<file path="src/rtl/fast_command_executor.sv">
// -----------------------------------------------------------------------------
// fast_command_executor
//   Acts on the fast-command decoder output in the 40 MHz domain. Inputs are
//   registered once; every action lands on the outputs one clk40 cycle later.
//
//   Ports:
//     clk40, reset        40 MHz clock, async active-high reset
//     aligned             decoder alignment achieved (gates all commands)
//     invalidCmd          decoder saw a non-command symbol
//     fcd[9:0]            one-hot command word
//     bcid[11:0]          bunch-crossing counter (wraps at BCID_MAX)
//     bcidSynced          a BCR / L1A_BCR has executed since reset/alignment loss
//     l1a, linkReset,
//     syncForTrig         single-cycle strobes
//     l1aCount[7:0]       L1A event counter (wrapping)
//     qinj, qinjBusy      delayed charge-injection pulse / pending flag
//     wsActive            waveform-sampler window level
//     errCount[7:0]       saturating command-error counter
// -----------------------------------------------------------------------------
module fast_command_executor #(
    parameter int BCID_MAX    = 3563,
    parameter int BCID_OFFSET = 0,
    parameter int QINJ_DELAY  = 4
) (
    input  logic        clk40,
    input  logic        reset,
    input  logic        aligned,
    input  logic        invalidCmd,
    input  logic [9:0]  fcd,
    output logic [11:0] bcid,
    output logic        bcidSynced,
    output logic        l1a,
    output logic [7:0]  l1aCount,
    output logic        linkReset,
    output logic        syncForTrig,
    output logic        qinj,
    output logic        qinjBusy,
    output logic        wsActive,
    output logic [7:0]  errCount
);

    typedef enum logic {QIDLE = 1'b0, QWAIT = 1'b1} qstate_t;

    // Command bit positions
    localparam int C_IDLE   = 0;
    localparam int C_LRST   = 1;
    localparam int C_BCR    = 2;
    localparam int C_SYNC   = 3;
    localparam int C_L1ACR  = 4;
    localparam int C_QINJ   = 5;
    localparam int C_L1A    = 6;
    localparam int C_L1ABCR = 7;
    localparam int C_WSSTA  = 8;
    localparam int C_WSSTP  = 9;

    // Input stage
    logic       aligned_q, aligned_prev_q, inv_q;
    logic [9:0] fcd_q;

    // State
    logic [11:0] bcid_q, bcid_d;
    logic        synced_q, synced_d;
    logic        l1a_q, l1a_d;
    logic [7:0]  l1acnt_q, l1acnt_d;
    logic        lrst_q, lrst_d;
    logic        sync_q, sync_d;
    logic        qinj_q, qinj_d;
    logic        ws_q, ws_d;
    logic [7:0]  err_q, err_d;
    qstate_t     qst_q, qst_d;
    logic [3:0]  qcnt_q, qcnt_d;

    logic       one_hot, multi_hot, align_fall, bc_load, ci_err, err_event;
    logic [9:0] cmd;

    // fcd_q & (fcd_q-1) clears the lowest set bit; zero result means <=1 bit set.
    assign one_hot    = (fcd_q != '0) && ((fcd_q & (fcd_q - 10'd1)) == '0);
    assign multi_hot  = (fcd_q != '0) && !one_hot;
    assign cmd        = (aligned_q && one_hot) ? fcd_q : '0;
    assign align_fall = aligned_prev_q && !aligned_q;
    assign bc_load    = cmd[C_BCR] || cmd[C_L1ABCR];

    // IDLE takes no action; the bit is decoded only to keep it out of the
    // malformed-command check.
    logic unused_idle;
    assign unused_idle = cmd[C_IDLE];

    // Charge-injection FSM
    always_comb begin
        qst_d  = qst_q;
        qcnt_d = qcnt_q;
        qinj_d = 1'b0;
        ci_err = 1'b0;
        if (align_fall) begin
            // Abandon any pending injection silently.
            qst_d  = QIDLE;
            qcnt_d = '0;
        end else begin
            case (qst_q)
                QIDLE: begin
                    if (cmd[C_QINJ]) begin
                        qst_d  = QWAIT;
                        qcnt_d = 4'(QINJ_DELAY - 1);
                    end
                end
                QWAIT: begin
                    ci_err = cmd[C_QINJ];   // no retrigger while pending
                    if (qcnt_q == '0) begin
                        qinj_d = 1'b1;
                        qst_d  = QIDLE;
                    end else begin
                        qcnt_d = qcnt_q - 4'd1;
                    end
                end
                default: qst_d = QIDLE;
            endcase
        end
    end

    // Datapath next state
    always_comb begin
        // invalidCmd, malformed fcd and rejected ChargeInj share one increment.
        err_event = aligned_q && (inv_q || multi_hot || ci_err);
        err_d     = (err_event && err_q != 8'hFF) ? err_q + 8'd1 : err_q;

        // Load wins over wrap.
        if (bc_load)                    bcid_d = 12'(BCID_OFFSET);
        else if (bcid_q == 12'(BCID_MAX)) bcid_d = '0;
        else                            bcid_d = bcid_q + 12'd1;

        synced_d = synced_q;
        ws_d     = ws_q;
        if (align_fall) begin
            synced_d = 1'b0;
            ws_d     = 1'b0;
        end else begin
            if (bc_load)         synced_d = 1'b1;
            if (cmd[C_WSSTA])    ws_d     = 1'b1;
            else if (cmd[C_WSSTP]) ws_d   = 1'b0;
        end

        l1a_d    = cmd[C_L1A] || cmd[C_L1ABCR] || cmd[C_L1ACR];
        l1acnt_d = l1acnt_q;
        if (cmd[C_L1ACR])                    l1acnt_d = '0;
        else if (cmd[C_L1A] || cmd[C_L1ABCR]) l1acnt_d = l1acnt_q + 8'd1;

        lrst_d = cmd[C_LRST];
        sync_d = cmd[C_SYNC];
    end

    always_ff @(posedge clk40 or posedge reset) begin
        if (reset) begin
            aligned_q      <= 1'b0;
            aligned_prev_q <= 1'b0;
            inv_q          <= 1'b0;
            fcd_q          <= '0;
            bcid_q         <= '0;
            synced_q       <= 1'b0;
            l1a_q          <= 1'b0;
            l1acnt_q       <= '0;
            lrst_q         <= 1'b0;
            sync_q         <= 1'b0;
            qinj_q         <= 1'b0;
            ws_q           <= 1'b0;
            err_q          <= '0;
            qst_q          <= QIDLE;
            qcnt_q         <= '0;
        end else begin
            aligned_q      <= aligned;
            aligned_prev_q <= aligned_q;
            inv_q          <= invalidCmd;
            fcd_q          <= fcd;
            bcid_q         <= bcid_d;
            synced_q       <= synced_d;
            l1a_q          <= l1a_d;
            l1acnt_q       <= l1acnt_d;
            lrst_q         <= lrst_d;
            sync_q         <= sync_d;
            qinj_q         <= qinj_d;
            ws_q           <= ws_d;
            err_q          <= err_d;
            qst_q          <= qst_d;
            qcnt_q         <= qcnt_d;
        end
    end

    assign bcid        = bcid_q;
    assign bcidSynced  = synced_q;
    assign l1a         = l1a_q;
    assign l1aCount    = l1acnt_q;
    assign linkReset   = lrst_q;
    assign syncForTrig = sync_q;
    assign qinj        = qinj_q;
    assign qinjBusy    = (qst_q == QWAIT);
    assign wsActive    = ws_q;
    assign errCount    = err_q;

endmodule

</file>
<file path="config.mk">
export PLATFORM = sky130hd
export DESIGN_NAME = fast_command_executor
export DESIGN_NICKNAME = d
export VERILOG_FILES = /design/src/rtl/fast_command_executor.sv
export SDC_FILE = /design/constraint.sdc
export NUM_CORES = 1
export LEC_CHECK = 0
export CAP_MARGIN = 20
export CORE_MARGIN = 5
export CORE_UTILIZATION = 34
export CTS_CLUSTER_DIAMETER = 30
export CTS_CLUSTER_SIZE = 40
export DETAILED_ROUTE_END_ITERATION = 10
export GPL_ROUTABILITY_DRIVEN = 0
export HOLD_SLACK_MARGIN = 0.12
export PLACE_DENSITY = 0.67
export SYNTH_ARGS = -nofsm -noshare
export SYNTH_HDL_FRONTEND = slang
export SYNTH_SLANG_ARGS = --single-unit
</file>
<file path="constraint.sdc">
create_clock -name clk40 -period 2.55 [get_ports clk40]
set_input_delay 0.51 -clock clk40 [delete_from_list [all_inputs] [get_ports clk40]]
set_output_delay 0.51 -clock clk40 [all_outputs]
set_load 0.1 [all_outputs]
</file>
==> impl_metrics.py, run 1 <==
metrics = {
    "status": {
        "outcome": "finished, final reports clean",
    },
    "routing": {
        "wl_per_cell_microns": 13.6,
        "via_per_inst": 4.99,
        "dr.pass1.iters": 4,
        "highest_layer": "met4",
        "wl_met3_microns": 329,
        "ant_nets": 0,
        "drtIter0Drc": 129,
        "wl_met1_microns": 2280,
        "drc": 0,
        "route.final.wire_length_microns": 5010,
        "vias": 1835,
        "routed-wl-met2_microns": 2340,
    },
    "timing": {
        "finalClockSkew_ns": 0.00806,
        "setup_tns_ns": 0,
        "holdWs_ns": 0.495,
        "finalCritPeriodShare_pct": 96.2,
        "slew_headroom_pct": 43.5,
        "timing.final.ws_setup_ns": 0.0976,
        "setup_viol": 0,
        "fmax_mhz": 408,
        "min_period_ns": 2.45,
        "maxSlewViolCount": 0,
        "rsz0062_at_grt": "false",
        "hold_violations": 0,
        "tightestPinTransition_ns": 0.842,
    },
    "setup_path": {
        "worstPathMaxFanout": 14,
        "cp_data_required_time_ns": 2.79,
        "criticalPathCategory": "reg2reg",
        "crit_path_end_kind": "register",
        "cp_top_family": "simple AND/OR/NAND/NOR gates",
        "critPathLaunchType": "register",
        "arrival_ns": 2.69,
        "cpPeakStageDelay_ns": 0.58,
        "crit_chain": "or4_4 > o31ai_2 > nand4_2 > a21o_4 > or4_1 > nand2_1",
        "crit_buf_inv": 0,
        "slowest_stage": "or4_4",
    },
    "yosys": {
        "yosysWarnings": 0,
        "ys_async_sr_fraction_pct": 100,
        "postSynthCellCount": 217,
        "synth_ff_type": "dfrtp_1",
        "synth_edf_count": 0,
        "seq_area_frac_synth_pct": 54.5,
        "syn_area_per_cell_sq_um": 11.0,
        "synth-seq-cells": 52,
        "synth_cell_type_count": 51,
        "synth_nets": 236,
        "synth_area_sq_um": 2390,
    },
    "finish": {
        "diodes": 0,
        "area_growth_pct": 26.5,
        "final_util_pct": 44.2,
        "nets": 291,
        "drive_gt1_share_pct": 23.5,
    },
    "power": {
        "powerDensity_nw_per_um2": 1040,
        "switching_share_pct": 50.5,
        "finalPower_mw": 3.13,
        "leakage_nw": 1.35,
        "p_switching_mw": 1.58,
        "seq_power_share_pct": 36.6,
        "combPwrFrac_pct": 47.7,
        "p_int_mw": 1.55,
        "power.share.clock_pct": 15.7,
        "ir_drop_mv": 0.977,
    },
    "placed_design": {
        "place_ws_ns": 0.135,
        "detailed_place_hpwl_microns": 3770,
        "port_buffers": 48,
    },
    "floorplanning": {
        "pin_count": 49,
        "chipWidth_microns": 93.8,
        "die_height_microns": 93.8,
        "die_area_sq_um": 8800,
        "start_util_pct": 35.0,
        "rows": 30,
        "coreArea_sq_um": 6830,
    },
    "grt": {
        "grt_pass1_vias": 1738,
        "grt_max_degree": 29,
        "antenna_found_initial": 0,
        "grt_pass1_wl_microns": 8360,
        "track_usage_pct": 12.1,
        "grt_overflow": 0,
    },
    "clocking": {
        "worst_skew_pair.late_latency_ns": 0.30,
        "ctsHoldBuffers": 0,
        "cts.sinks": 52,
        "cts_tree": "built",
        "clk_pin_slew_ns": 0.09,
        "clock_path_buffers": 2,
        "htree_num_levels": 2,
        "cts_buffers": 5,
        "root_buffer": "clkbuf_8",
    },
    "worst_hold_path": {
        "hold_class": "reg2reg",
    },
    "job": {
        "maxCapViolCount": 0,
    },
}
## Yosys cell counts (all sizes together), types with 2 or more instances
master / count / share of area (%)
dfrtp: 52 / 54
nand2: 16 / 2.5
nor2b: 4 / 1.0
a21oi: 6 / 1.6
xor2: 13 / 4.8
nand3: 10 / 2.1
nor3: 8 / 1.7
a21o: 3 / 1.3
nand4: 6 / 1.8
a211oi: 3 / 0.94
and3: 2 / 0.52
or4: 5 / 1.7
and2: 3 / 0.79
nor4: 5 / 1.3
xnor2: 5 / 1.8
a221o: 2 / 0.84
or3: 2 / 0.52
nor2: 24 / 4.8
a311oi: 2 / 0.73
inv: 8 / 1.3
o31ai: 2 / 0.84
a31oi: 4 / 1.0
ha: 5 / 2.6
buf: 2 / 0.68
o21ai: 7 / 1.9
## state kept, by name (all words and copies together), names as in the netlist
signal          cells
aligned_prev_q      1
aligned_q           1
bcid               12
bcidSynced          1
errCount            8
fcd_q              10
inv_q               1
l1a                 1
l1aCount            8
linkReset           1
qcnt_q              4
qinj                1
qinjBusy            1
syncForTrig         1
wsActive            1
## timing repair
action | in CTS | in global routing
resized for setup | 0 | 1
setup endpoints to repair | 0 | 1
buffers inserted | 0 | 0
## final timing paths
| path | from | endpoint | slack [ns] | cells after the start |
|---|---|---|---|---|
| min in group asynchronous | reset | bcid[3] | 0.57 | 2 |
| setup / recovery | fcd_q[1] | l1aCount[6] | 0.1 | 6 |
| hold reg to reg | bcidSynced | bcidSynced | 0.49 | 1 |
| setup reg to reg | fcd_q[1] | l1aCount[6] | 0.1 | 6 |
| max in group asynchronous | reset | l1aCount[4] | 1.45 | 3 |
| hold / removal | bcidSynced | bcidSynced | 0.49 | 1 |
## metrics by stage
step	cell area [sq um]	instances
finish	3020	368
global route	3020	368
CTS	3010	368
detailed placement	2920	361
global placement	2920	361
floorplan	2390	217
## cells in the final DEF (no fill, tap or decap), types with 6 or more instances in the layout
cell and n:
dfrtp_1 52, buf_4 37, nand2_1 16, nor2_1 14, xor2_1 13, clkdlybuf4s50_1 13, nand3_1 10, nor2_2 10
nor3_1 8, inv_1 7, clkbuf_8 7, o21ai_0 6
## power by group through the flow
stage	logic, mW	clock network, mW	registers, mW
after CTS	1.51	0.516	1.15
final	1.49	0.490	1.15
after global placement	1.50	0	1.16
after global routing	1.56	0.550	1.18
after detailed placement	1.51	0	1.16
after floorplan	0.304	0	2.03
## cell families after synthesis
| group | after synthesis | synth area share (%) |
|---|---|---|
| buffers and inverters | 11 | 2.10 |
| adder cells (fa/ha/maj) | 6 | 3.04 |
| AO/OA/AOI/OAI | 37 | 12.1 |
| flip-flops | 52 | 54.5 |
| XOR/XNOR | 18 | 6.60 |
| multiplexers | 2 | 0.891 |
| AND/OR/NAND/NOR | 91 | 20.8 |
## cell type report
type	count	area [sq um]
inverter	8	30.0
fill	678	3810
sequential	52	1300
clock buffer	7	96.3
tap	96	120
multi-input combinational	154	1040
timing repair buffer	51	428
## per-layer routing
layer	vias to the layer above	global-route usage, %
met5	-	0
li1	893	-
met4	0	3.97
met3	6	4.17
met2	56	19.0
met1	880	15.6
Note: power is estimated with default switching activity, not from simulation.
==> run 2, diff against run 1 <==
Settings changed: REMOVE_ABC_BUFFERS set to 1.
==> impl_metrics.py, run 2 (synthesis gave the netlist of run 1 again) <==
metrics = {
    "setup_path": {
        "critPathLaunchType": "register",
        "reg2regPathDepth": 6,
        "arrival_ns": 2.63,
        "worstPathMaxFanout": 14,
        "crit_path_end_kind": "register",
        "cp_data_required_time_ns": 2.80,
        "criticalPathCategory": "reg2reg",
    },
    "clocking": {
        "cts_resized": 0,
        "cts.sinks": 52,
        "worst_skew_pair.late_latency_ns": 0.31,
        "post_cts_buffers": 0,
        "root_buffer": "clkbuf_8",
        "cts_tree": "built",
        "htree_num_levels": 2,
        "clock_path_buffers": 2,
        "clk_pin_slew_ns": 0.09,
        "ctsHoldBuffers": 0,
        "cts_buffers": 5,
    },
    "finish": {
        "area_growth_pct": 27.2,
        "diodes": 0,
        "final_common_cell": "dfrtp_1",
        "layout_common_cells": "dfrtp_1 (52), buf_4 (41), nand2_1 (16), nor2_1 (14)",
        "nets": 295,
        "largest_reg_flops": 12,
        "final_util_pct": 44.5,
        "drive_gt1_share_pct": 24.9,
    },
    "grt": {
        "track_usage_pct": 12.5,
        "grt_pass1_wl_microns": 8850,
        "grt_overflow": 0,
        "grt_max_degree": 23,
        "antenna_found_initial": 0,
        "grt_pass1_vias": 1816,
    },
    "power": {
        "switching_share_pct": 51.2,
        "seq_power_share_pct": 36.5,
        "p_int_mw": 1.53,
        "powerDensity_nw_per_um2": 1030,
        "power.share.clock_pct": 15.5,
        "combPwrFrac_pct": 47.9,
        "p_switching_mw": 1.60,
        "leakage_nw": 1.37,
        "ir_drop_mv": 1.04,
    },
    "timing": {
        "setup_tns_ns": 0,
        "finalClockSkew_ns": 0.00892,
        "tightestPinTransition_ns": 0.681,
        "min_period_ns": 2.38,
        "finalCritPeriodShare_pct": 93.4,
        "hold_violations": 0,
        "maxSlewViolCount": 0,
        "fmax_mhz": 420,
        "rsz0062_at_grt": "false",
        "slew_headroom_pct": 54.3,
        "setup_viol": 0,
    },
    "routing": {
        "route.final.wire_length_microns": 5060,
        "drc": 0,
        "drtIter0Drc": 45,
        "wl_met3_microns": 284,
        "dr.pass1.iters": 4,
        "highest_layer": "met4",
        "ant_nets": 0,
        "vias": 1829,
        "routed-wl-met2_microns": 2380,
        "wl_per_cell_microns": 13.6,
        "via_per_inst": 4.90,
        "wl_met1_microns": 2340,
    },
    "floorplanning": {
        "rows": 30,
        "coreArea_sq_um": 6830,
        "die_height_microns": 93.8,
        "start_util_pct": 35.0,
        "chipWidth_microns": 93.8,
        "die_area_sq_um": 8800,
        "pin_count": 49,
    },
    "placed_design": {
        "port_buffers": 48,
        "detailed_place_hpwl_microns": 3870,
    },
    "job": {
        "maxCapViolCount": 0,
    },
    "worst_hold_path": {
        "whs_path_depth": 1,
        "hold_class": "reg2reg",
    },
    "status": {
        "outcome": "finished, final reports clean",
    },
}
run 2: per-layer routing:
layer,vias up,global-route usage [%]
met5,-,0
met4,0,3.61
met3,5,4.09
met2,36,20.2
met1,887,16.0
li1,901,-
run 2: final cells by class:
cell class / instances / area, sq um
Timing Repair Buffer: 55 / 458
Clock inverter: 2 / 10.0
Sequential cell: 52 / 1300
Clock buffer: 6 / 82.6
Multi-Input combinational cell: 154 / 1040
Fill cell: 695 / 3790
Tap cell: 96 / 120
Inverter: 8 / 30.0
run 2: metrics by stage:
step | power [mW] | std cells | cell area (sq um) | worst slack, ns | hold WS, ns
final | 3.13 | 373 | 3040 | 0.167 | 0.497
after global routing | 3.30 | 373 | 3040 | 0.0374 | 0.533
after CTS | 3.17 | 371 | 3020 | 0.128 | 0.503
after detailed placement | 2.67 | 363 | 2930 | 0.151 | 0.478
after global placement | 2.65 | 363 | 2930 | 0.224 | 0.469
after floorplan | 2.33 | 214 | 2370 | 0.252 | 0.441
run 2: worst paths after layout:
check	startpoint	end	slack (ns)
min in group asynchronous	reset	bcid[0]	0.53
max	fcd_q[1]	l1aCount[6]	0.17
max in group asynchronous	reset	fcd_q[4]	1.49
min reg2reg	bcidSynced	bcidSynced	0.50
max reg2reg	fcd_q[1]	l1aCount[6]	0.17
min	bcidSynced	bcidSynced	0.50
run 2: worst max-delay path: stages (launching register included):
cell and delay [ns]:
dfrtp_1 0.43, or4_4 0.58, o31ai_2 0.31, nand4_2 0.18, a21o_4 0.28, or4_1 0.47, nand2_1 0.08
run 2: power by group through the flow:
stage	clock network [mW]	logic [mW]	registers [mW]
floorplan	0	0.300	2.03
global placement	0	1.50	1.16
detailed placement	0	1.51	1.16
CTS	0.510	1.51	1.14
global route	0.534	1.58	1.18
finish	0.486	1.50	1.14
